**config.mk**
```make
export PLATFORM = sky130hd
export DESIGN_NAME = binarize_adaptive
export DESIGN_NICKNAME = d
export VERILOG_FILES = /design/src/rtl/binarize_adaptive.sv
export SDC_FILE = /design/constraint.sdc
export NUM_CORES = 1
export LEC_CHECK = 0
export BUFFER_PORTS_ARGS = -buffer_cell sky130_fd_sc_hd__clkbuf_2
export CORE_ASPECT_RATIO = 1.1
export CORE_MARGIN = 2
export CORE_UTILIZATION = 40
export CTS_BUF_LIST = sky130_fd_sc_hd__clkbuf_4 sky130_fd_sc_hd__clkbuf_8
export CTS_CLUSTER_SIZE = 14
export DETAILED_ROUTE_END_ITERATION = 12
export PLACE_DENSITY = 0.54
export SLEW_MARGIN = 20
export SYNTH_ARGS = -nofsm -noshare
export SYNTH_HDL_FRONTEND = slang
export SYNTH_SLANG_ARGS = --single-unit
```
**constraint.sdc**
```tcl
create_clock -name clk -period 4.5 [get_ports clk]
set_input_delay 0.9 -clock clk [delete_from_list [all_inputs] [get_ports clk]]
set_output_delay 0.9 -clock clk [all_outputs]
set_load 0.01 [all_outputs]
```
**src/rtl/binarize_adaptive.sv**
```systemverilog
// binarize_adaptive: Y stream -> 1-bit mask (fixed / band / adaptive).
// In: sync+Y, cfg_*; out: delayed sync, post_img_bit, frame_mean, mean_valid.
module binarize_adaptive #(
  parameter int DATA_W = 8,
  parameter int CNT_W  = 22
) (
  input  logic              clk,
  input  logic              rst_n,
  input  logic              per_frame_vsync,
  input  logic              per_frame_href,
  input  logic              per_frame_clken,
  input  logic [DATA_W-1:0] per_img_y,
  input  logic [1:0]        cfg_mode,
  input  logic [DATA_W-1:0] cfg_thresh_lo,
  input  logic [DATA_W-1:0] cfg_thresh_hi,
  input  logic [DATA_W-1:0] cfg_offset,
  input  logic              cfg_invert,
  output logic              post_frame_vsync,
  output logic              post_frame_href,
  output logic              post_frame_clken,
  output logic              post_img_bit,
  output logic [DATA_W-1:0] frame_mean,
  output logic              mean_valid
);

  localparam int SUM_W = DATA_W + CNT_W;
  localparam int BW    = $clog2(SUM_W + 1);
  localparam logic [CNT_W-1:0] CNT_MAX = '1;

  typedef enum logic [1:0] {IDLE, DIV, DONE} state_t;

  state_t state, state_nx;

  logic vs_r, vs_ok;
  logic vs_rise, frame_end, pix;

  // vs_ok blocks a false rise when reset releases mid-frame
  assign vs_rise   = per_frame_vsync & ~vs_r & vs_ok;
  assign frame_end = vs_r & ~per_frame_vsync;
  assign pix       = per_frame_vsync & per_frame_href
                   & per_frame_clken;

  logic [1:0]        sh_mode;
  logic [DATA_W-1:0] sh_lo, sh_hi, thr_r;
  logic              sh_inv;

  logic signed [DATA_W+1:0] t_sum;
  logic [DATA_W-1:0]        t_new;

  assign t_sum = $signed({2'b00, frame_mean})
               + $signed({{2{cfg_offset[DATA_W-1]}}, cfg_offset});

  always_comb begin
    t_new = t_sum[DATA_W-1:0];
    if (t_sum[DATA_W+1])
      t_new = '0;
    else if (t_sum[DATA_W])
      t_new = '1;
  end

  // The rise cycle already uses the fresh config
  logic [1:0]        eff_mode;
  logic [DATA_W-1:0] eff_lo, eff_hi, eff_t;
  logic              eff_inv;

  assign eff_mode = vs_rise ? cfg_mode      : sh_mode;
  assign eff_lo   = vs_rise ? cfg_thresh_lo : sh_lo;
  assign eff_hi   = vs_rise ? cfg_thresh_hi : sh_hi;
  assign eff_inv  = vs_rise ? cfg_invert    : sh_inv;
  assign eff_t    = vs_rise ? t_new         : thr_r;

  logic [DATA_W-1:0] lo_d;
  logic              band_d;

  // Adaptive mode reuses the fixed compare with lo = T
  always_comb begin
    lo_d   = eff_lo;
    band_d = 1'b0;
    unique case (1'b1)
      (eff_mode == 2'd1): band_d = 1'b1;
      (eff_mode == 2'd2): lo_d   = eff_t;
      default: ;
    endcase
  end

  always_ff @(posedge clk or negedge rst_n) begin
    if (!rst_n) begin
      vs_r    <= 1'b0;
      vs_ok   <= 1'b0;
      sh_mode <= '0;
      sh_lo   <= '0;
      sh_hi   <= '0;
      sh_inv  <= 1'b0;
      thr_r   <= '0;
    end else begin
      vs_r  <= per_frame_vsync;
      vs_ok <= vs_ok | ~per_frame_vsync;
      if (vs_rise) begin
        sh_mode <= cfg_mode;
        sh_lo   <= cfg_thresh_lo;
        sh_hi   <= cfg_thresh_hi;
        sh_inv  <= cfg_invert;
        thr_r   <= t_new;
      end
    end
  end

  logic              s1_vs, s1_hs, s1_ck;
  logic              s1_band, s1_inv;
  logic [DATA_W-1:0] s1_y, s1_lo, s1_hi;
  logic              cmp;

  always_ff @(posedge clk or negedge rst_n) begin
    if (!rst_n) begin
      s1_vs   <= 1'b0;
      s1_hs   <= 1'b0;
      s1_ck   <= 1'b0;
      s1_band <= 1'b0;
      s1_inv  <= 1'b0;
      s1_y    <= '0;
      s1_lo   <= '0;
      s1_hi   <= '0;
    end else begin
      s1_vs   <= per_frame_vsync;
      s1_hs   <= per_frame_href;
      s1_ck   <= per_frame_clken;
      s1_band <= band_d;
      s1_inv  <= eff_inv;
      s1_y    <= per_img_y;
      s1_lo   <= lo_d;
      s1_hi   <= eff_hi;
    end
  end

  // lo >= hi leaves the band empty with no extra term
  assign cmp = s1_band
             ? (s1_y > s1_lo) & (s1_y <= s1_hi)
             : (s1_y > s1_lo);

  always_ff @(posedge clk or negedge rst_n) begin
    if (!rst_n) begin
      post_frame_vsync <= 1'b0;
      post_frame_href  <= 1'b0;
      post_frame_clken <= 1'b0;
      post_img_bit     <= 1'b0;
    end else begin
      post_frame_vsync <= s1_vs;
      post_frame_href  <= s1_hs;
      post_frame_clken <= s1_ck;
      post_img_bit     <= s1_ck & (cmp ^ s1_inv);
    end
  end

  logic             armed;
  logic [SUM_W-1:0] sum;
  logic [CNT_W-1:0] cnt;

  always_ff @(posedge clk or negedge rst_n) begin
    if (!rst_n) begin
      armed <= 1'b0;
      sum   <= '0;
      cnt   <= '0;
    end else if (vs_rise) begin
      armed <= 1'b1;
      sum   <= pix ? SUM_W'(per_img_y) : '0;
      cnt   <= pix ? CNT_W'(1) : '0;
    end else if (frame_end) begin
      armed <= 1'b0;
    end else if (armed & pix & (cnt != CNT_MAX)) begin
      sum <= sum + SUM_W'(per_img_y);
      cnt <= cnt + CNT_W'(1);
    end
  end

  logic [SUM_W-1:0] quo, quo_nx;
  logic [CNT_W-1:0] dvs, rem, rem_nx;
  logic [CNT_W:0]   rem_sh;
  logic [BW-1:0]    bcnt;
  logic             q_bit, last, start;

  assign start  = (state == IDLE) & frame_end & (cnt != '0);
  assign last   = (bcnt == BW'(SUM_W - 1));
  assign rem_sh = {rem, quo[SUM_W-1]};
  assign q_bit  = (rem_sh >= {1'b0, dvs});
  // Low bits of the difference are exact; the carry bit is discarded
  assign rem_nx = q_bit ? rem_sh[CNT_W-1:0] - dvs
                        : rem_sh[CNT_W-1:0];
  assign quo_nx = {quo[SUM_W-2:0], q_bit};

  always_ff @(posedge clk or negedge rst_n) begin
    if (!rst_n)
      state <= IDLE;
    else
      state <= state_nx;
  end

  always_comb begin
    state_nx = state;
    unique case (state)
      IDLE: if (start) state_nx = DIV;
      DIV:  if (last)  state_nx = DONE;
      DONE: state_nx = IDLE;
      default: state_nx = IDLE;
    endcase
  end

  always_ff @(posedge clk or negedge rst_n) begin
    if (!rst_n) begin
      quo        <= '0;
      dvs        <= '0;
      rem        <= '0;
      bcnt       <= '0;
      frame_mean <= '0;
    end else if (start) begin
      quo  <= sum;
      dvs  <= cnt;
      rem  <= '0;
      bcnt <= '0;
    end else if (state == DIV) begin
      quo  <= quo_nx;
      rem  <= rem_nx;
      bcnt <= bcnt + BW'(1);
      if (last)
        frame_mean <= quo_nx[DATA_W-1:0];
    end
  end

  assign mean_valid = (state == DONE);

endmodule

```
==> run_results.csv <==
group,metric,value,unit
sta,fmax,0.309,GHz
clock_tree,post_cts_buffers,0,
sta,min_period,3.23,ns
route,viasPerCell,5.29,
die,die_w,158,µm
clock_tree,cts_hold_buf,0,
sta,setup_viol,0,
global_route,overflow,0,
die,initial_core_util,40.8,%
logic_synthesis,synthArstFlopShare,100,%
die,core-area,25400,µm²
logic_synthesis,synth_top_area_share,46.8,%
setup_path,start_kind,"flip-flop",
setup_path,end_kind,"flip-flop",
clock_tree,ctsResizeCount,0,
logic_synthesis,synthTopCellsByArea,"dfrtp_1, ha_1, nand2_1, o21ai_0, xnor2_1",
logic_synthesis,synth_area_leader_cell,"dfrtp_1",
cells_and_area,drive_above_1_share,10.3,%
global_route,antenna_found_initial,0,
logic_synthesis,synth_common_cells,"dfrtp_1, nand2_1, nor2_1, o21ai_0, ha_1",
logic_synthesis,synth_ff_type,"dfrtp_1",
logic_synthesis,synthCells,1100,
setup_path,cp_num_buf_inv,2,
sta,fin_ws,1.27,ns
pwr,power_frac_seq,35.2,%
sta,grt_setup_unrepaired,"no",
setup_path,crit_path_cell_trace,"inv_1 -> ha_1 -> nor2b_1 -> o2111a_1 -> nor3_1 -> or4_4 -> a31oi_4 -> a41oi_4 -> buf_4 -> mux2i_1 -> o22ai_1",
sta,finalClockSkew,0.0185,ns
pwr,p_sw_share,42.8,%
clock_tree,cts_tree,"yes",
setup_path,cp_top_family,"compound AO/OA/AOI/OAI gates",
die,rows,61,
clock_tree,worstSkewPairLatency,0.49,ns
logic_synthesis,synth_seq_area_share,46.8,%
setup_path,cp.required,4.84,ns
logic_synthesis,syn_area,10400,µm²
pwr,ir_worst_vdd,0.000257,V
cells_and_area,diodes,0,
setup_path,worstSetupPathType,"flip-flop to flip-flop",
pwr,power.internal,4.01,mW
logic_synthesis,syn_avg_cell_area,9.43,µm²
global_route,grt.busiest_layer,"met2",
global_route,grt_max_degree,95,
global_route,grt_pass1_wl,40.3,mm
global_route,grt_usage,18.5,%
cells_and_area,nets,1236,
pwr,powerDensity,614,nW/µm²
sta,worst_pin_slew,0.935,ns
global_route,use_met2,31.6,%
global_route,met3_usage,3.93,%
global_route,grt_pass1_vias,7883,
route,wl_per_cell,16.3,µm
setup_path,cp_slowest_stage_delay,0.47,ns
setup_path,cp_slowest_cell,"a41oi_4",
setup_path,cp_max_fo,19,
cells_and_area,final_util,44.9,%
sta,final-hold-violation-count,0,
pwr,pwr-share-comb,47.8,%
sta,slew_headroom,37.5,%
global_route,met1_usage,23.9,%
pwr,pwr-share-clk,17.0,%
logic_synthesis,ys_warn_count,0,
status,status,"complete, no violations",
logic_synthesis,synth.distinct_cells,64,
placed_design,io_buffer_count,52,
die,io_pins,53,
clock_tree,clk_pin_slew,0.12,ns
sta,drv_slew,0,
route,drt_iter0_drc,327,
logic_synthesis,synth_edf_count,0,
clock_tree,h-tree-depth,4,
cells_and_area,fillers,2481,
die,die_h,173,µm
clock_tree,cts_buffers,17,
run,max_cap_violations,0,
min_path,hold_class,"flip-flop to flip-flop",
cells_and_area,area_delta_synth_final,10.1,%
route,drt_wl_total,24.3,mm
pwr,report.power.total,7.01,mW
logic_synthesis,ys_ff_latch,194,
route,ant_nets,0,
sta,finalCritPeriodShare,71.8,%
clock_tree,clock_sinks,194,
placed_design,place_congestion,0.834,
placed_design,hpwl,16.7,mm
route,first_pass_iters,5,
sta,setup_tns,0,ns
logic_synthesis,synth_fp_nets,1202,
route,drc,0,
clock_tree,clk_path_buf_depth,2,
pwr,power_leakage,5.32,nW
pwr,p_sw,3.00,mW
placed_design,dp_slack,1.08,ns
logic_synthesis,synthMostInstantiatedCell,"dfrtp_1",
die,design.die.area,27200,µm²
route,vias,7892,
setup_path,cp.arrival,3.58,ns
clock_tree,root_buffer,"clkbuf_8",
## placed cells by master (no fill, tap or decap), types with 30 or more instances in the layout
cell      instances
a21oi_1          45
dfrtp_1         194
nor2_1           78
a22oi_1          30
clkbuf_2         51
xor2_1           35
inv_1            51
nand2_1         189
xnor2_1          35
o21ai_0          71
ha_1             59
nand3_1          30
## power by group through the flow
stage,sequential (mW),combinational [mW],clock [mW]
4_1_cts,2.47,3.39,1.24
2_1_floorplan,2.42,2.63,0
3_5_place_dp,2.50,3.38,0
5_1_grt,2.52,3.79,1.30
3_3_place_gp,2.49,3.36,0
6_report,2.47,3.36,1.19
## per-layer routing
layer  wire, µm  vias to the layer above
li1           -                     3918
met1      11100                     3856
met2      12100                      101
met3        772                       17
met4        323                        0
met5          0                        -
## worst paths after layout
| path | from | end | slack, ns | cells after the start |
|---|---|---|---|---|
| max | dvs[1] | rem[11] | 1.27 | 11 |
| min | s1_hs | post_frame_href | 0.36 | 0 |
| max in group asynchronous | rst_n | quo[7] | 2.99 | 2 |
| min in group asynchronous | rst_n | dvs[17] | 0.47 | 1 |
| min reg2reg | s1_hs | post_frame_href | 0.36 | 0 |
| max reg2reg | dvs[1] | rem[11] | 1.27 | 11 |
## sequential cells by signal (all words and copies together) (netlist names), 2 cells and up
register and count:
state 2, sh_lo 8, sum 30, quo 30, sh_mode 2, dvs 22
bcnt 5, s1_y 8, s1_hi 8, frame_mean 8, rem 22, cnt 22
s1_lo 8, thr_r 8
## layout make-up
cell class	instances	area, µm²	area share, %
clock buffer	17	234	2.05
clock inverter	15	180	1.58
inverter	51	191	1.68
multi-input combinational	806	5150	45.1
sequential	194	4850	42.5
tap	346	433	3.79
timing repair buffer	64	372	3.25
## metrics by stage
| step | cell area [µm²] | std cells | hold slack, ns |
|---|---|---|---|
| after floorplan | 10400 | 1100 | 0.331 |
| final | 11400 | 1493 | 0.363 |
| after global routing | 11400 | 1493 | 0.378 |
| after CTS | 11400 | 1493 | 0.371 |
| after detailed placement | 11000 | 1461 | 0.341 |
| after global placement | 11000 | 1461 | 0.333 |
## kinds of logic after synthesis
family          Yosys count  synth area share (%)
xor+xnor                 70                  5.91
compound gates          247                  15.5
fa+ha+maj                62                  7.70
flops                   194                  46.8
mux                      28                  2.79
simple gates            399                  17.5
buf+inv                 100                  3.81
Note: power is estimated with default switching activity, not from simulation.
